**src/rtl/mem_port_arbiter.sv**
```systemverilog
// Shares one single-ported memory between instruction fetch and load/store,
// sequencing each access through issue/wait/response with round-robin arbitration.
module mem_port_arbiter #(
  parameter int ADDR_WIDTH  = 32,
  parameter int DATA_WIDTH  = 32,
  parameter int MEM_LATENCY = 0
) (
  input  logic                  clk,
  input  logic                  reset,
  input  logic                  if_req,
  input  logic [ADDR_WIDTH-1:0] if_addr,
  output logic                  if_ready,
  output logic [DATA_WIDTH-1:0] if_rdata,
  output logic                  if_stall,
  input  logic                  d_req,
  input  logic                  d_we,
  input  logic [ADDR_WIDTH-1:0] d_addr,
  input  logic [DATA_WIDTH-1:0] d_wdata,
  output logic                  d_ready,
  output logic [DATA_WIDTH-1:0] d_rdata,
  output logic                  d_stall,
  output logic                  mem_en,
  output logic                  mem_we,
  output logic [ADDR_WIDTH-1:0] mem_addr,
  output logic [DATA_WIDTH-1:0] mem_wdata,
  input  logic [DATA_WIDTH-1:0] mem_rdata,
  output logic                  busy
);

  typedef enum logic [1:0] {IDLE, ISSUE, WAIT, RESP} state_t;

  // The WAIT phase lasts MEM_LATENCY cycles, counted down to zero.
  localparam logic [3:0] WAIT_LOAD = (MEM_LATENCY == 0) ? 4'd0 : 4'(MEM_LATENCY - 1);
  localparam bit         COMB_MEM  = (MEM_LATENCY == 0);

  state_t     state;
  logic       owner_data;
  logic       last_grant_data;
  logic       write_op;
  logic [3:0] wait_cnt;
  logic       grant_data;

  // On a tie the requester that was not granted last wins.
  assign grant_data = d_req & (~if_req | ~last_grant_data);
  assign busy       = (state != IDLE);
  assign if_stall   = if_req & ~if_ready;
  assign d_stall    = d_req & ~d_ready;

  always_ff @(posedge clk) begin
    if (reset) begin
      state           <= IDLE;
      owner_data      <= 1'b0;
      last_grant_data <= 1'b1;
      write_op        <= 1'b0;
      wait_cnt        <= 4'd0;
      mem_en          <= 1'b0;
      mem_we          <= 1'b0;
      mem_addr        <= '0;
      mem_wdata       <= '0;
      if_ready        <= 1'b0;
      d_ready         <= 1'b0;
      if_rdata        <= '0;
      d_rdata         <= '0;
    end else begin
      mem_en   <= 1'b0;
      mem_we   <= 1'b0;
      if_ready <= 1'b0;
      d_ready  <= 1'b0;
      case (state)
        IDLE: begin
          if (if_req || d_req) begin
            owner_data      <= grant_data;
            last_grant_data <= grant_data;
            write_op        <= grant_data & d_we;
            mem_addr        <= grant_data ? d_addr : if_addr;
            if (grant_data) mem_wdata <= d_wdata;
            mem_en          <= 1'b1;
            mem_we          <= grant_data & d_we;
            state           <= ISSUE;
          end
        end
        ISSUE: begin
          if (write_op) begin
            d_ready <= 1'b1;
            state   <= RESP;
          end else if (COMB_MEM) begin
            if (owner_data) begin
              d_rdata <= mem_rdata;
              d_ready <= 1'b1;
            end else begin
              if_rdata <= mem_rdata;
              if_ready <= 1'b1;
            end
            state <= RESP;
          end else begin
            wait_cnt <= WAIT_LOAD;
            state    <= WAIT;
          end
        end
        WAIT: begin
          if (wait_cnt == 4'd0) begin
            if (owner_data) begin
              d_rdata <= mem_rdata;
              d_ready <= 1'b1;
            end else begin
              if_rdata <= mem_rdata;
              if_ready <= 1'b1;
            end
            state <= RESP;
          end else begin
            wait_cnt <= wait_cnt - 4'd1;
          end
        end
        RESP:    state <= IDLE;
        default: state <= IDLE;
      endcase
    end
  end

endmodule

```
**config.mk**
```make
export PLATFORM = sky130hd
export DESIGN_NAME = mem_port_arbiter
export DESIGN_NICKNAME = d
export VERILOG_FILES = /design/src/rtl/mem_port_arbiter.sv
export SDC_FILE = /design/constraint.sdc
export NUM_CORES = 1
export LEC_CHECK = 0
export CAP_MARGIN = 40
export CORE_UTILIZATION = 42
export DETAILED_ROUTE_END_ITERATION = 16
export PLACE_DENSITY_LB_ADDON = 0.15
export SETUP_SLACK_MARGIN = 0.5
export SYNTH_ARGS = -nofsm -noshare
export SYNTH_HDL_FRONTEND = slang
export SYNTH_SLANG_ARGS = --single-unit
```
**constraint.sdc**
```tcl
create_clock -name clk -period 2.05 [get_ports clk]
set_input_delay 0.5125 -clock clk [delete_from_list [all_inputs] [get_ports clk]]
set_output_delay 0.5125 -clock clk [all_outputs]
set_load 0.01 [all_outputs]
```
-- Word-level counts from Yosys, hierarchy flattened
Cells that the tools add are included.
- $add $sub $neg: 1
- equal/unequal tests: 6
- mux-type cells: 21
- bitwise logic cells: 12
- reductions and logical operators: 12
- operators by type and width (kind ; count):
    $mux 32 ; 7
    $pmux 32 s2 ; 2
    $pmux 2 s4 ; 1
    $mux 1 ; 7
    $not 1->1 ; 7
    $ne 2x2->1 const B ; 3
    $reduce_and 2->1 ; 3
    $reduce_and 3->1 ; 2
    $and 1x1->1 ; 4
    $eq 2x2->1 const B ; 2
    $logic_not 4->1 ; 1
    $mux 2 ; 2
    $pmux 1 s2 ; 2
    $reduce_bool 2->1 ; 2
    $sub 4x1->4 const B ; 1
    $reduce_or 3->1 ; 1
    $eq 2x1->1 const B ; 1
    $logic_not 2->1 ; 1
    $reduce_or 2->1 ; 1
    $logic_or 1x1->1 ; 1
    $or 1x1->1 ; 1
- bits of input ports: 133
- logic and storage cells: 65
- output and inout port bits: 135
- flip-flop bits (word level): 141

-- Depth between registers and ports, before layout
Gate-level depths: netlist of the first run.
- depth after elaboration: 4
- gate-level depth with buffers: 8
- gate-level depth less buffers: 5

-- Worst setup path after synthesis of the first run
OpenSTA, ideal clock, no wires.
- path type: register -> output
- start point: register state[0]
- end point: output busy
- cell stages (with the launch flop): 6
- arrival: 1.133 ns
- buffers on the path: 2
- path slack: 0.404 ns
- cell sequence: dfxtp_1 > inv_1 > ha_1 > buf_4 > inv_1 > clkbuf_1
- word-level cells in the longest chain between the ends: 1
- RTL lines (element ; line ; source):
    from (decl) ; 36 ; state_t state;
    from (signal assigned) ; 51 ; state <= IDLE;
    from (signal assigned) ; 79 ; state <= ISSUE;
    from (signal assigned) ; 85 ; state <= RESP;
    $reduce_bool 2->1 ; 45 ; assign busy = (state != IDLE);
    to (decl) ; 27 ; output logic busy
No other way between the ends.

-- Final worst setup path of the first run
- start point: register wait_cnt[1]
- end point: register if_rdata[12]
- word-level cells in the longest chain between the ends: 3
- RTL lines (element ; line ; source):
    from (decl) ; 40 ; logic [3:0] wait_cnt;
    from (signal assigned) ; 111 ; wait_cnt <= wait_cnt - 4'd1;
    $logic_not 4->1 ; 101 ; if (wait_cnt == 4'd0) begin
    $ne 2x2->1 (no line) ; n/a ;
    $reduce_and 3->1 (no line) ; n/a ;
    to (signal assigned) ; 91 ; if_rdata <= mem_rdata;
    to (signal assigned) ; 106 ; if_rdata <= mem_rdata;
    to (decl) ; 13 ; output logic [DATA_WIDTH-1:0] if_rdata,
No other way between the ends.
A chain may end at the register's enable or synchronous reset.

==> impl_metrics.ini, run 1 <==
[synthesis]
synth_compound_area_share_pct = 12.9
syn_inst = 638
synth_fa_ha_area_share_pct = 1.06
syn_nets = 776
synthXorXnorAreaFrac_pct = 0.148
yosys.area_share.simple_pct = 21.1
synth_warnings = 0
synth_top_family_by_area = simple AND/OR/NAND/NOR gates
synthMuxAreaShare_pct = 11.2
yosysUniqueCellTypes = 33
synth_seq_cells = 141
syn_avg_cell_area_um2 = 9.26
synth_area_um2 = 5910
ys_seq_area_share_pct = 47.8

[global_route]
grt_usage_pct = 26.3
antenna_found_initial = 0
grt_pass1_wl_mm = 29.8
grt_pass1_vias = 5636
grt_max_degree = 56
grt_overflow = 0

[detailed_routing]
antenna_left = 0
drtIter0Drc = 371
drc_errors = 0
num_vias = 5900
wl_per_cell_um = 18.3
routed_wl_mm = 20.4
viasPerCell = 5.28
first_pass_iters = 5

[die]
io_pins = 268
start_util_pct = 43.7
row_count = 42
die_y_um = 121
die_area_um2 = 14500
design.core.area_um2 = 13500
die_x_um = 121

[worst_setup_path]
slowest_stage = dfxtp_2
slowest_delay_ns = 0.33
start_kind = flip-flop
critical_path.top_delay_family = buffers and inverters
required_ns = 2.39
worst_setup_path_end_kind = flip-flop
critPathMaxFanout = 8
critPathBufInv = 4
crit_type = flip-flop to flip-flop
critPathArrivalTime_ns = 2.01
crit_chain = inv_2 -> ha_4 -> nor3b_4 -> buf_4 -> o2111ai_4 -> buf_6 -> buf_12 -> mux2i_1

[sta]
fin_skew_ns = 0.00496
tightest_slew_ns = 0.495
finalCriticalPeriod_ns = 1.67
hold_violations = 0
finalSetupViolations = 0
slew_viol_final = 0
rsz0062_at_grt = true
finalCritPeriodShare_pct = 81.7
slew_headroom_pct = 67.0
fmaxAchievable_ghz = 0.597

[power_and_ir_drop]
p_total_w = 0.00968
ir_drop_uv = 579
leakage_nw = 4.06
switching_share_pct = 29.3
power_density_nw_per_um2 = 967
internal-power_w = 0.00684
clkPwrFrac_pct = 32.6
comb_power_share_pct = 33.2
switchingPower_w = 0.00284
seqPwrFrac_pct = 34.2

[layout]
antenna_cells = 0
final_cell_mix = dfxtp_1, clkdlybuf4s50_1, nand2b_1
fin_util_pct = 74.1
layout_commonest_cell = dfxtp_1
area_growth_pct = 69.4
drive_gt1_share_pct = 20.9
finalNetCount = 1067

[worst_hold_path]
hp-class = flip-flop to flip-flop

[clock_tree]
clkSinkCount = 141
numCtsBuffers = 17
cts_root_buffer = clkbuf_16
htree_levels = 4
clk_latency_ns = 0.41
cts.clk_slew.worst_paths_ns = 0.06
cts_max_path_buffers = 2
tritoncts = done

[placed_design]
dp_hpwl_mm = 12.1
gp_congestion = 0.802
port_buffers = 267

[run_status]
status = finished clean

[run]
max_cap_viol_count = 0
## power groups by stage
stage | sequential, W | clock [W] | combinational [W]
floorplan | 0.00350 | 0 | 0.00111
global placement | 0.00333 | 0 | 0.00246
detailed placement | 0.00336 | 0 | 0.00250
CTS | 0.00329 | 0.00319 | 0.00278
global route | 0.00335 | 0.00332 | 0.00339
finish | 0.00332 | 0.00316 | 0.00321
## per-stage QoR
step | hold WS, ns | cells | setup slack (ns) | area, um^2 | setup TNS (ns)
after floorplan | 0.446 | 638 | 0.485 | 5910 | 0
after global placement | 0.457 | 1044 | -0.170 | 8740 | -0.295
after detailed placement | 0.463 | 1044 | -0.180 | 8740 | -0.342
after CTS | 0.470 | 1102 | 0.300 | 9730 | 0
after global routing | 0.494 | 1118 | 0.277 | 10000 | 0
final | 0.470 | 1118 | 0.376 | 10000 | 0
## area by class of cell
cell class	instances	area [um^2]
clock buffer	22	474
clock inverter	10	138
fill	939	3500
inverter	8	37.5
multi-input combinational	435	2980
sequential	141	2830
tap	176	220
timing repair buffer	326	3330
## cells in the mapped netlist (all sizes together)
| master | instances | area, um^2 |
|---|---|---|
| nor3 | 2 | 10.0 |
| mux2 | 1 | 11.3 |
| dfxtp | 141 | 2820 |
| nor2b | 3 | 18.8 |
| o21a | 1 | 7.51 |
| nand2 | 69 | 259 |
| a211oi | 2 | 15.0 |
| a311oi | 33 | 289 |
| o211ai | 1 | 7.51 |
| buf | 24 | 198 |
| ha | 5 | 62.6 |
| a21oi | 39 | 195 |
| o32a | 1 | 11.3 |
| a41o | 1 | 10.0 |
| inv | 8 | 30.0 |
| and3 | 1 | 6.26 |
| clkbuf | 31 | 116 |
| nor2 | 37 | 139 |
| o2111a | 1 | 11.3 |
| nand3 | 34 | 170 |
| o2111ai | 1 | 26.3 |
| nor3b | 1 | 18.8 |
| nand2b | 98 | 613 |
| o21ai | 34 | 170 |
| or3b | 1 | 8.76 |
| a21boi | 1 | 11.3 |
| a21bo | 1 | 10.0 |
| xor2 | 1 | 8.76 |
| mux2i | 65 | 651 |
## worst min-delay path, delay by kind of cell (launching register included)
family,cells,cell delay (ns)
muxes,1,0.05
DFF,1,0.31
and+or+nand+nor,1,0.06
## state kept, by name (all words and copies together), names as in the netlist
name and flops:
wait_cnt 4, write_op 1, if_rdata 32, mem_wdata 32, last_grant_data 1, state 2, if_ready 1, mem_we 1
d_rdata 32, mem_en 1, mem_addr 32, owner_data 1, d_ready 1
## cells by family (layout without fill, tap and decap cells)
family / count (synthesis) / after routing
AND/OR/NAND/NOR: 246 / 246
flip-flops: 141 / 141
AO/OA/AOI/OAI: 116 / 117
multiplexers: 66 / 66
buffers and inverters: 63 / 366
adder cells (fa/ha/maj): 5 / 5
XOR/XNOR: 1 / 1
## path summary, 6_finish.rpt
kind | from | endpoint | slack (ns) | cells past startpoint
worst max-delay path | wait_cnt[1] | if_rdata[12] | 0.38 | 8
worst max register to register | wait_cnt[1] | if_rdata[12] | 0.38 | 8
worst min register to register | d_rdata[6] | d_rdata[6] | 0.47 | 2
worst min-delay path | d_rdata[6] | d_rdata[6] | 0.47 | 2
## routing by layer
layer / vias up / wire length (um) / track usage [%]
met4: 0 / 390 / 9.57
met2: 256 / 10300 / 45.6
met5: - / 0 / 0
li1: 2779 / - / -
met3: 28 / 1630 / 8.40
met1: 2837 / 8160 / 30.2
## repair_timing
| action | 4_1_cts | 5_1_grt |
|---|---|---|
| hold buffers | 0 | 0 |
| pin swaps | 5 | 19 |
| endpoints found under the setup margin | 243 | 193 |
| resized for setup | 257 | 152 |
| buffers inserted | 19 | 6 |
| cloned | 7 | 10 |
No activity file was read; power rests on OpenSTA's default activity.
==> run 2: changes to the inputs <==
--- a/config.mk
+++ b/config.mk
@@ -6,7 +6,7 @@
 export NUM_CORES = 1
 export LEC_CHECK = 0
 export CAP_MARGIN = 40
-export CORE_UTILIZATION = 42
+export CORE_UTILIZATION = 38
 export DETAILED_ROUTE_END_ITERATION = 16
 export PLACE_DENSITY_LB_ADDON = 0.15
 export SETUP_SLACK_MARGIN = 0.5
==> constraint.sdc (replaced) <==
create_clock -name clk -period 1.5 [get_ports clk]
set_input_delay 0.375 -clock clk [delete_from_list [all_inputs] [get_ports clk]]
set_output_delay 0.375 -clock clk [all_outputs]
set_load 0.01 [all_outputs]
==> impl_metrics.ini, run 2 (synthesis gave the netlist of run 1 again) <==
[power_and_ir_drop]
comb_power_share_pct = 38.0
leakage_nw = 4.71
power_density_nw_per_um2 = 1240
ir_drop_uv = 926
switching_share_pct = 30.7
clkPwrFrac_pct = 29.3
seqPwrFrac_pct = 32.8
internal-power_w = 0.0100
switchingPower_w = 0.00445

[layout]
layout_commonest_cell = buf_6
final_cell_count_no_fill = 1195
final_cell_mix = buf_6, clkdlybuf4s50_1, dfxtp_2
drive_gt1_share_pct = 54.9
antenna_cells = 0
final_area_um2 = 11700
area_growth_pct = 97.4
finalNetCount = 1132
fin_util_pct = 76.7

[placed_design]
dp_hpwl_mm = 12.4
port_buffers = 267
gp_congestion = 0.757
dp.cells = 1074
dpl_cell_area_um2 = 9020

[sta]
finalSetupViolations = 93
slew_headroom_pct = 77.6
tightest_slew_ns = 0.336
fin_skew_ns = 0.0117
hold_violations = 0
fin_ws_ns = -0.135
fmaxAchievable_ghz = 0.612
slew_viol_final = 0
finalCritPeriodShare_pct = 109
finalCriticalPeriod_ns = 1.63
rsz0062_at_grt = true

[global_route]
grt_pass1_vias = 6047
grt_overflow = 0
antenna_found_initial = 0
grt_max_degree = 48
grt_usage_pct = 24.8
grt_pass1_wl_mm = 31.2

[detailed_routing]
num_vias = 6214
routed_wl_mm = 22.1
first_pass_iters = 5
drc_errors = 0
drtIter0Drc = 280
wl_per_cell_um = 18.5
viasPerCell = 5.20
antenna_left = 0

[worst_setup_path]
start_kind = flip-flop
crit_type = flip-flop to flip-flop
critPathMaxFanout = 4
r2r_start = state[0]
required_ns = 1.80
critPathArrivalTime_ns = 1.94
reg2reg_depth = 9
worst_setup_path_end_kind = flip-flop
cp-startpoint = state[0]

[clock_tree]
tritoncts = done
clk_latency_ns = 0.43
cts.clk_slew.worst_paths_ns = 0.06
clkSinkCount = 141
numCtsBuffers = 17
cts_max_path_buffers = 2
cts_root_buffer = clkbuf_16
htree_levels = 4

[die]
start_util_pct = 38.9
io_pins = 268
die_x_um = 127
die_y_um = 127
die_area_um2 = 16100
design.core.area_um2 = 15200
row_count = 45

[worst_hold_path]
worst_hold_path.num_cells = 2
hp-class = input pin to flip-flop
worstHoldStart = reset

[run_status]
status = complete, but fails checks
violations = negative setup slack

[run]
max_cap_viol_count = 0
## run 2: changes by cell type in the layout (fill, tap and decap cells not counted), moves of 43 or more
cell / change
buf_6: +142
dfxtp_1: -130
dfxtp_2: +120
clkdlybuf4s15_1: -69
buf_4: +47
clkbuf_2: -43
## run 2: what timing repair did
| item | 4_1_cts | 5_1_grt |
|---|---|---|
| endpoints found under the hold margin | 0 | 0 |
| setup endpoints to repair | 276 | 276 |
| setup buffers | 20 | 56 |
| pin swaps | 66 | 33 |
| resized for setup | 927 | 77 |
| hold buffers | 0 | 0 |
| gates cloned | 11 | 2 |
## run 2: metal layers
metal  GRT usage [%]  wire length (um)  part of all wire (%)  vias up
met5               0                 0                     0        -
met3            8.14              1720                   7.8       59
met2            43.1             10900                    49      273
li1                -                 -                     -     2921
met1            27.7              8650                    39     2961
met4            11.0               788                   3.6        0
## run 2: layout make-up
type,count,area [um^2]
Multi-Input combinational cell,434,3420
Inverter,8,40.0
Clock buffer,19,454
Tap cell,188,235
Fill cell,933,3540
Timing Repair Buffer,392,4360
Clock inverter,13,138
Sequential cell,141,3020
## run 2: through the flow
step	hold WS [ns]	power, W	setup WS (ns)	setup TNS [ns]
after detailed placement	0.460	0.00822	-0.463	-28.21
after CTS	0.333	0.0138	-0.0708	-2.53
after global routing	0.359	0.0151	-0.183	-9.39
final	0.348	0.0145	-0.135	-3.49
after floorplan	0.445	0.00656	-0.0246	-0.737
after global placement	0.457	0.00814	-0.452	-24.42
## run 2: worst max-delay path: stages, from the launching register on
cell	delay [ns]
dfxtp_4	0.36
inv_4	0.07
ha_4	0.16
buf_6	0.11
o21a_4	0.17
buf_6	0.15
buf_12	0.11
buf_16	0.11
nor2_2	0.04
a311oi_1	0.24
## run 2: worst paths after layout
path	end	slack [ns]
max	mem_addr[27]	-0.13
min	wait_cnt[2]	0.35
max reg2reg	mem_addr[27]	-0.13
min reg2reg	mem_wdata[21]	0.46
## run 2: power groups by stage
stage               Combinational [W]  Sequential [W]  Clock (W)
finish                        0.00550         0.00475    0.00424
global route                  0.00578         0.00480    0.00449
CTS                           0.00482         0.00474    0.00429
detailed placement            0.00364         0.00458          0
global placement              0.00358         0.00456          0
floorplan                     0.00177         0.00479          0
